===== src/rtl/phase_peak_scheduler.sv =====
// -----------------------------------------------------------------------------
// phase_peak_scheduler
//
// Runs the phase detector once per FFT frame. The FFT output stream is snooped
// and the peak-magnitude bin of the lower half-spectrum is tracked. Once the
// frame's last beat has been seen, the peak bin is handed to the phase detector
// as a one-cycle request (k_max/k_max_valid). The returned phase pair is then
// captured, and one result beat per frame is emitted over valid/ready.
//
// Ports
//   clock, reset          system clock, synchronous active-high reset
//   fft_tdata[47:0]       {im[47:24], re[23:0]}, signed two's complement
//   fft_tvalid/tlast      snooped FFT beat qualifiers (no backpressure)
//   fft_tuser[15:0]       bin index in [ADDR_WIDTH-1:0]
//   k_max, k_max_valid    peak bin request to the phase detector (held value,
//                         one-cycle pulse)
//   phase, phase_last,    phase detector response
//   phases_valid
//   out_tvalid/out_tready result handshake
//   out_bin, out_phase,   result fields (out_dphase = phase - phase_last,
//   out_dphase,           wrapping modulo 2**PHASE_WIDTH)
//   out_timeout
//   drop_count[7:0]       saturating count of dropped frames
//
// Build option
//   PEAK_THRESHOLD_EN     adds mag_threshold[24:0] input and out_silent output.
//                         Frames whose peak magnitude is below the threshold
//                         skip the phase detector and produce a silent result.
//
// State table
//   state      | meaning
//   S_COLLECT  | searching the current frame for its peak
//   S_ISSUE    | k_max_valid high for one cycle
//   S_WAIT_PH  | waiting for phases_valid or the timeout
//   S_OUTPUT   | result beat presented, waiting for out_tready
// -----------------------------------------------------------------------------
module phase_peak_scheduler #(
  parameter int ADDR_WIDTH     = 11,
  parameter int PHASE_WIDTH    = 24,
  parameter bit SKIP_DC        = 1'b1,
  parameter int TIMEOUT_CYCLES = 15
) (
  input  logic                   clock,
  input  logic                   reset,
  input  logic [47:0]            fft_tdata,
  input  logic                   fft_tvalid,
  input  logic                   fft_tlast,
  input  logic [15:0]            fft_tuser,
  output logic [ADDR_WIDTH-1:0]  k_max,
  output logic                   k_max_valid,
  input  logic [PHASE_WIDTH-1:0] phase,
  input  logic [PHASE_WIDTH-1:0] phase_last,
  input  logic                   phases_valid,
  output logic                   out_tvalid,
  input  logic                   out_tready,
  output logic [ADDR_WIDTH-1:0]  out_bin,
  output logic [PHASE_WIDTH-1:0] out_phase,
  output logic [PHASE_WIDTH-1:0] out_dphase,
  output logic                   out_timeout,
`ifdef PEAK_THRESHOLD_EN
  input  logic [24:0]            mag_threshold,
  output logic                   out_silent,
`endif
  output logic [7:0]             drop_count
);

  localparam int CNT_W = $clog2(TIMEOUT_CYCLES + 1);
  localparam logic [ADDR_WIDTH-1:0] DC_BIN = SKIP_DC ? ADDR_WIDTH'(1) : '0;

  typedef enum logic [1:0] {
    S_COLLECT = 2'd0,
    S_ISSUE   = 2'd1,
    S_WAIT_PH = 2'd2,
    S_OUTPUT  = 2'd3
  } state_t;

  state_t                 state_q, state_d;

  // magnitude pipe stage
  logic [24:0]            mag_q, mag_d;
  logic [ADDR_WIDTH-1:0]  bin_q, bin_d;
  logic                   cand_q, cand_d;
  logic                   last_q, last_d;
  logic                   acc_last_q, acc_last_d;

  // running peak
  logic [24:0]            max_q, max_d;
  logic [ADDR_WIDTH-1:0]  max_bin_q, max_bin_d;

  logic                   drop_pending_q, drop_pending_d;
  logic [7:0]             drop_count_q, drop_count_d;
  logic [CNT_W-1:0]       cnt_q, cnt_d;

  logic [ADDR_WIDTH-1:0]  k_max_q, k_max_d;
  logic                   k_max_valid_q, k_max_valid_d;
  logic                   out_tvalid_q, out_tvalid_d;
  logic [ADDR_WIDTH-1:0]  out_bin_q, out_bin_d;
  logic [PHASE_WIDTH-1:0] out_phase_q, out_phase_d;
  logic [PHASE_WIDTH-1:0] out_dphase_q, out_dphase_d;
  logic                   out_timeout_q, out_timeout_d;
`ifdef PEAK_THRESHOLD_EN
  logic                   out_silent_q, out_silent_d;
`endif

  logic [24:0]            re_ext, im_ext, abs_re, abs_im;
  logic [ADDR_WIDTH-1:0]  beat_bin;
  logic                   in_collect, accept;
  logic                   upd;
  logic [24:0]            peak_mag;
  logic [ADDR_WIDTH-1:0]  peak_bin;

  // Only the low ADDR_WIDTH bits of tuser carry the bin index.
  logic                   unused_tuser;
  assign unused_tuser = ^fft_tuser[15:ADDR_WIDTH];

  always_comb begin
    // |x| on a 25-bit extension so that -2**23 maps to +2**23 without clipping
    re_ext   = {fft_tdata[23], fft_tdata[23:0]};
    im_ext   = {fft_tdata[47], fft_tdata[47:24]};
    abs_re   = fft_tdata[23] ? (25'd0 - re_ext) : re_ext;
    abs_im   = fft_tdata[47] ? (25'd0 - im_ext) : im_ext;
    beat_bin = fft_tuser[ADDR_WIDTH-1:0];

    in_collect = (state_q == S_COLLECT);
    accept     = fft_tvalid && in_collect && !drop_pending_q;

    mag_d      = abs_re + abs_im;
    bin_d      = beat_bin;
    cand_d     = accept && !beat_bin[ADDR_WIDTH-1] &&
                 (!SKIP_DC || (beat_bin != '0));
    last_d     = fft_tvalid && fft_tlast;
    acc_last_d = accept && fft_tlast;

    // Strict compare: on a tie the earlier (lower) bin is kept.
    upd      = cand_q && (mag_q > max_q);
    peak_mag = upd ? mag_q : max_q;
    peak_bin = upd ? bin_q : max_bin_q;

    // Any frame end re-arms the search, including ends of dropped frames.
    max_d     = last_q ? 25'd0 : peak_mag;
    max_bin_d = last_q ? DC_BIN : peak_bin;

    // A beat arriving outside COLLECT poisons the rest of its frame; the
    // frame is counted as dropped at its tlast.
    drop_pending_d = drop_pending_q;
    drop_count_d   = drop_count_q;
    if (fft_tvalid && (drop_pending_q || !in_collect)) begin
      if (fft_tlast) begin
        drop_pending_d = 1'b0;
        if (drop_count_q != 8'hFF) begin
          drop_count_d = drop_count_q + 8'd1;
        end
      end else begin
        drop_pending_d = 1'b1;
      end
    end

    state_d       = state_q;
    cnt_d         = cnt_q;
    k_max_d       = k_max_q;
    k_max_valid_d = 1'b0;
    out_tvalid_d  = out_tvalid_q;
    out_bin_d     = out_bin_q;
    out_phase_d   = out_phase_q;
    out_dphase_d  = out_dphase_q;
    out_timeout_d = out_timeout_q;
`ifdef PEAK_THRESHOLD_EN
    out_silent_d  = out_silent_q;
`endif

    case (state_q)
      S_COLLECT: begin
        if (acc_last_q) begin
`ifdef PEAK_THRESHOLD_EN
          if (peak_mag < mag_threshold) begin
            state_d       = S_OUTPUT;
            out_tvalid_d  = 1'b1;
            out_bin_d     = '0;
            out_phase_d   = '0;
            out_dphase_d  = '0;
            out_timeout_d = 1'b0;
            out_silent_d  = 1'b1;
          end else begin
            state_d       = S_ISSUE;
            k_max_d       = peak_bin;
            k_max_valid_d = 1'b1;
          end
`else
          state_d       = S_ISSUE;
          k_max_d       = peak_bin;
          k_max_valid_d = 1'b1;
`endif
        end
      end

      S_ISSUE: begin
        state_d = S_WAIT_PH;
        cnt_d   = CNT_W'(TIMEOUT_CYCLES);
      end

      S_WAIT_PH: begin
        // phases_valid is checked first so it wins a same-cycle timeout.
        if (phases_valid) begin
          state_d       = S_OUTPUT;
          out_tvalid_d  = 1'b1;
          out_bin_d     = k_max_q;
          out_phase_d   = phase;
          out_dphase_d  = phase - phase_last;
          out_timeout_d = 1'b0;
`ifdef PEAK_THRESHOLD_EN
          out_silent_d  = 1'b0;
`endif
        end else if (cnt_q <= CNT_W'(1)) begin
          state_d       = S_OUTPUT;
          out_tvalid_d  = 1'b1;
          out_bin_d     = k_max_q;
          out_phase_d   = '0;
          out_dphase_d  = '0;
          out_timeout_d = 1'b1;
`ifdef PEAK_THRESHOLD_EN
          out_silent_d  = 1'b0;
`endif
        end else begin
          cnt_d = cnt_q - CNT_W'(1);
        end
      end

      S_OUTPUT: begin
        if (out_tready) begin
          state_d      = S_COLLECT;
          out_tvalid_d = 1'b0;
        end
      end

      default: begin
        state_d = S_COLLECT;
      end
    endcase
  end

  always_ff @(posedge clock) begin
    if (reset) begin
      state_q        <= S_COLLECT;
      mag_q          <= '0;
      bin_q          <= '0;
      cand_q         <= 1'b0;
      last_q         <= 1'b0;
      acc_last_q     <= 1'b0;
      max_q          <= '0;
      max_bin_q      <= DC_BIN;
      drop_pending_q <= 1'b0;
      drop_count_q   <= '0;
      cnt_q          <= '0;
      k_max_q        <= '0;
      k_max_valid_q  <= 1'b0;
      out_tvalid_q   <= 1'b0;
      out_bin_q      <= '0;
      out_phase_q    <= '0;
      out_dphase_q   <= '0;
      out_timeout_q  <= 1'b0;
`ifdef PEAK_THRESHOLD_EN
      out_silent_q   <= 1'b0;
`endif
    end else begin
      state_q        <= state_d;
      mag_q          <= mag_d;
      bin_q          <= bin_d;
      cand_q         <= cand_d;
      last_q         <= last_d;
      acc_last_q     <= acc_last_d;
      max_q          <= max_d;
      max_bin_q      <= max_bin_d;
      drop_pending_q <= drop_pending_d;
      drop_count_q   <= drop_count_d;
      cnt_q          <= cnt_d;
      k_max_q        <= k_max_d;
      k_max_valid_q  <= k_max_valid_d;
      out_tvalid_q   <= out_tvalid_d;
      out_bin_q      <= out_bin_d;
      out_phase_q    <= out_phase_d;
      out_dphase_q   <= out_dphase_d;
      out_timeout_q  <= out_timeout_d;
`ifdef PEAK_THRESHOLD_EN
      out_silent_q   <= out_silent_d;
`endif
    end
  end

  assign k_max       = k_max_q;
  assign k_max_valid = k_max_valid_q;
  assign out_tvalid  = out_tvalid_q;
  assign out_bin     = out_bin_q;
  assign out_phase   = out_phase_q;
  assign out_dphase  = out_dphase_q;
  assign out_timeout = out_timeout_q;
  assign drop_count  = drop_count_q;
`ifdef PEAK_THRESHOLD_EN
  assign out_silent  = out_silent_q;
`endif

endmodule


===== config.mk =====
export PLATFORM = sky130hd
export DESIGN_NAME = phase_peak_scheduler
export DESIGN_NICKNAME = d
export VERILOG_FILES = /design/src/rtl/phase_peak_scheduler.sv
export SDC_FILE = /design/constraint.sdc
export NUM_CORES = 1
export LEC_CHECK = 0
export BUFFER_PORTS_ARGS = -buffer_cell sky130_fd_sc_hd__clkbuf_2
export CAP_MARGIN = 15
export CORE_MARGIN = 5
export CORE_UTILIZATION = 56
export DETAILED_ROUTE_END_ITERATION = 10
export GPL_TIMING_DRIVEN = 0
export PLACE_DENSITY = 0.81
export SETUP_SLACK_MARGIN = 0.4
export SLEW_MARGIN = 10
export SYNTH_ARGS = -nofsm -noshare
export SYNTH_HDL_FRONTEND = slang
export SYNTH_SLANG_ARGS = --single-unit

===== constraint.sdc =====
create_clock -name clock -period 5 [get_ports clock]
set_clock_uncertainty 0.2 [all_clocks]
set_input_delay 0.75 -clock clock [delete_from_list [all_inputs] [get_ports clock]]
set_output_delay 0.75 -clock clock [all_outputs]
set_load 0.005 [all_outputs]

==> flow_summary.json <==
{
  "crit_buf_inv": 2,
  "ir_drop_v": 0.000281,
  "worst-path-max-fanout": 3,
  "drive_gt1_frac": 0.192,
  "cts_made_buffers": 17,
  "synth_area_per_cell_um2": 8.34,
  "grt_overflow": 0,
  "grt_max_degree": 17,
  "power_uw": 4250,
  "setup_tns_ns": 0,
  "grt_pass1_vias": 8611,
  "syn_area_um2": 9500,
  "drv_slew": 0,
  "status": "completed",
  "ys_seq_elements": 163,
  "async_flop_share": 0,
  "ctsHtreeMaxLevel": 4,
  "regArea_um2": 3260,
  "synth_top_area_cell": "dfxtp_1",
  "final_antenna_net_count": 0,
  "multi_input_area_um2": 5860,
  "tightest_slew_ns": 0.900,
  "ys_seq_area_frac": 0.343,
  "hold_buffers": 0,
  "drc": 0,
  "num_io_pins": 199,
  "fillCellCount": 1362,
  "arrival_ns": 4.63,
  "dr.pass1.iters": 7,
  "period_share": 0.903,
  "fin_crit_ns": 4.51,
  "maxCapViolations": 0,
  "io_buffers": 193,
  "fin_cells": 1589,
  "place.gp.congestion": 0.910,
  "drt_iter0_markers": 502,
  "clk_latency_ns": 0.43,
  "yosysTopAreaCellShare": 0.343,
  "antenna_found_initial": 0,
  "clockBufferDepth": 2,
  "synth_warnings": 0,
  "synthToLayoutAreaGrowth_pct": 21.1,
  "cp-end-kind": "flip-flop",
  "ctsRootBufferMaster": "clkbuf_16",
  "vias_per_cell": 5.61,
  "slew_headroom": 0.385,
  "synth_commonest_cells": "dfxtp_1, nor2_1, nand2_1",
  "max_freq_ghz": 0.221,
  "grt_usage": 0.242,
  "clk_pin_slew_ns": 0.07,
  "wl_per_cell_um": 15.4,
  "dp_hpwl_um": 18900,
  "cts_tree": "done",
  "rows": 47,
  "die-area_um2": 19700,
  "ys.flop_type": "dfxtp_1",
  "startpoint_type": "primary input",
  "critical-path-slowest-cell": "or4_4",
  "synth_edf_count": 0,
  "cp_data_required_time_ns": 5.12,
  "start_util": 0.571,
  "syn_inst": 1140,
  "core_region_area_um2": 16600,
  "holdWs_ns": 0.253,
  "die_x_um": 140,
  "setup_viol": 0,
  "power_leakage_uw": 0.00520,
  "synth_area_leaders": "dfxtp_1, ha_1, nor2_1",
  "post-place-ws_ns": -0.197,
  "cpPeakStageDelay_ns": 0.45,
  "hold_viol": 0,
  "vias": 8917,
  "cts.sinks": 163,
  "worst_path_dominant_cell_family": "compound AO/OA/AOI/OAI gates",
  "syn-num-nets": 1342,
  "yosysMostFrequentCell": "dfxtp_1",
  "finalWirelength_um": 24500,
  "grt_pass1_wl_um": 40300,
  "synth_cell_types": 66,
  "path_class": "in2reg",
  "rsz0062_at_grt": "false",
  "setup_slack_ns": 0.485,
  "place_inst": 1553,
  "p_per_area_nw_per_um2": 369,
  "num_antenna_cells": 0,
  "min_path_type": "reg2reg",
  "nets": 1558,
  "die_y_um": 140,
  "crit_chain": "buf_6 > inv_2 > ha_4 > or3b_4 > or4_4 > nand2b_4 > or4_4 > o41a_1 > a21oi_2 > xnor2_1 > ha_1 > a21o_1 > a31o_4 > a21oi_2 > o211ai_1 > a41oi_2 > mux2_4"
}
-- per-layer routing --
metal / wire, um / GRT usage / share of wire
met5: 0 / 0 / 0
met3: 1600 / 0.0532 / 0.065
met1: 10700 / 0.308 / 0.44
met4: 553 / 0.0780 / 0.023
met2: 11600 / 0.410 / 0.48
-- where the power goes --
group	switching, uW	internal (uW)	total, uW
Clock	553	863	1420
Sequential	90.8	1440	1530
Combinational	757	546	1300
Total	1400	2850	4250
-- area by class of cell --
type,instances,share of cell area
Multi-Input combinational cell,857,0.509
Timing Repair Buffer,197,0.0876
Clock inverter,12,0.0171
Sequential cell,163,0.284
Inverter,76,0.0250
Tap cell,220,0.0239
Clock buffer,20,0.0388
Buffer,44,0.0150
-- registers in the layout, indices dropped and copies added (netlist names) --
name and cells:
out_phase 24, max_bin_q 11, out_timeout 1, cand_q 1
bin_q 11, max_q 25, out_bin 11, acc_last_q 1
last_q 1, drop_count 8, k_max_valid 1, cnt_q 4
out_tvalid 1, out_dphase 24, state_q 2, mag_q 25
drop_pending_q 1, k_max 11
-- cell families (layout without fill, tap and decap cells) --
logic type | after synthesis | in the layout | share of synthesized area
fa+ha+maj | 84 | 84 | 0.112
xor+xnor | 80 | 80 | 0.0737
mux | 42 | 42 | 0.0448
flops | 163 | 163 | 0.343
simple gates | 359 | 359 | 0.178
compound gates | 292 | 292 | 0.200
buf+inv | 120 | 349 | 0.0482
-- final timing paths --
check,cells after the start,startpoint,endpoint,slack [ns]
min reg2reg,2,out_bin[9],out_bin[9],0.25
min,2,out_bin[9],out_bin[9],0.25
max reg2reg,11,max_q[18],k_max[9],1.68
max,17,fft_tdata[1],mag_q[22],0.49
-- layout by cell type, fill, tap and decap left out, types with 21 or more instances in the layout --
master	Yosys	layout
a211oi_1	21	21
a21o_1	25	25
a21oi_1	78	76
a22oi_1	29	29
clkbuf_1	35	37
clkbuf_2	0	191
dfxtp_1	163	163
ha_1	82	80
inv_1	76	74
mux2i_1	38	38
nand2_1	86	85
nor2_1	148	148
nor2b_1	23	23
o21ai_0	43	42
xnor2_1	56	56
xor2_1	24	24
-- through the flow --
step / util / instance area, um^2
3_5_place_dp: 0.646 / 10700
4_1_cts: 0.686 / 11400
2_1_floorplan: - / 9510
3_3_place_gp: 0.646 / 10700
6_report: 0.691 / 11500
5_1_grt: 0.691 / 11500
-- timing repair --
action,4_1_cts,5_1_grt
setup buffers,1,3
gates resized for setup,2,22
endpoints found under the setup margin,2,6
endpoints found under the hold margin,0,0
pin swaps,1,0
-- worst register-to-register path: stages, from the launching register on --
cell	delay [ns]
dfxtp_1	0.32
inv_1	0.05
ha_1	0.31
a21o_1	0.17
a221o_1	0.31
a221oi_1	0.42
nor4b_1	0.34
a21bo_1	0.15
buf_2	0.24
buf_4	0.28
mux2i_1	0.31
a211oi_1	0.10
No activity file was read; power rests on OpenSTA's default activity.
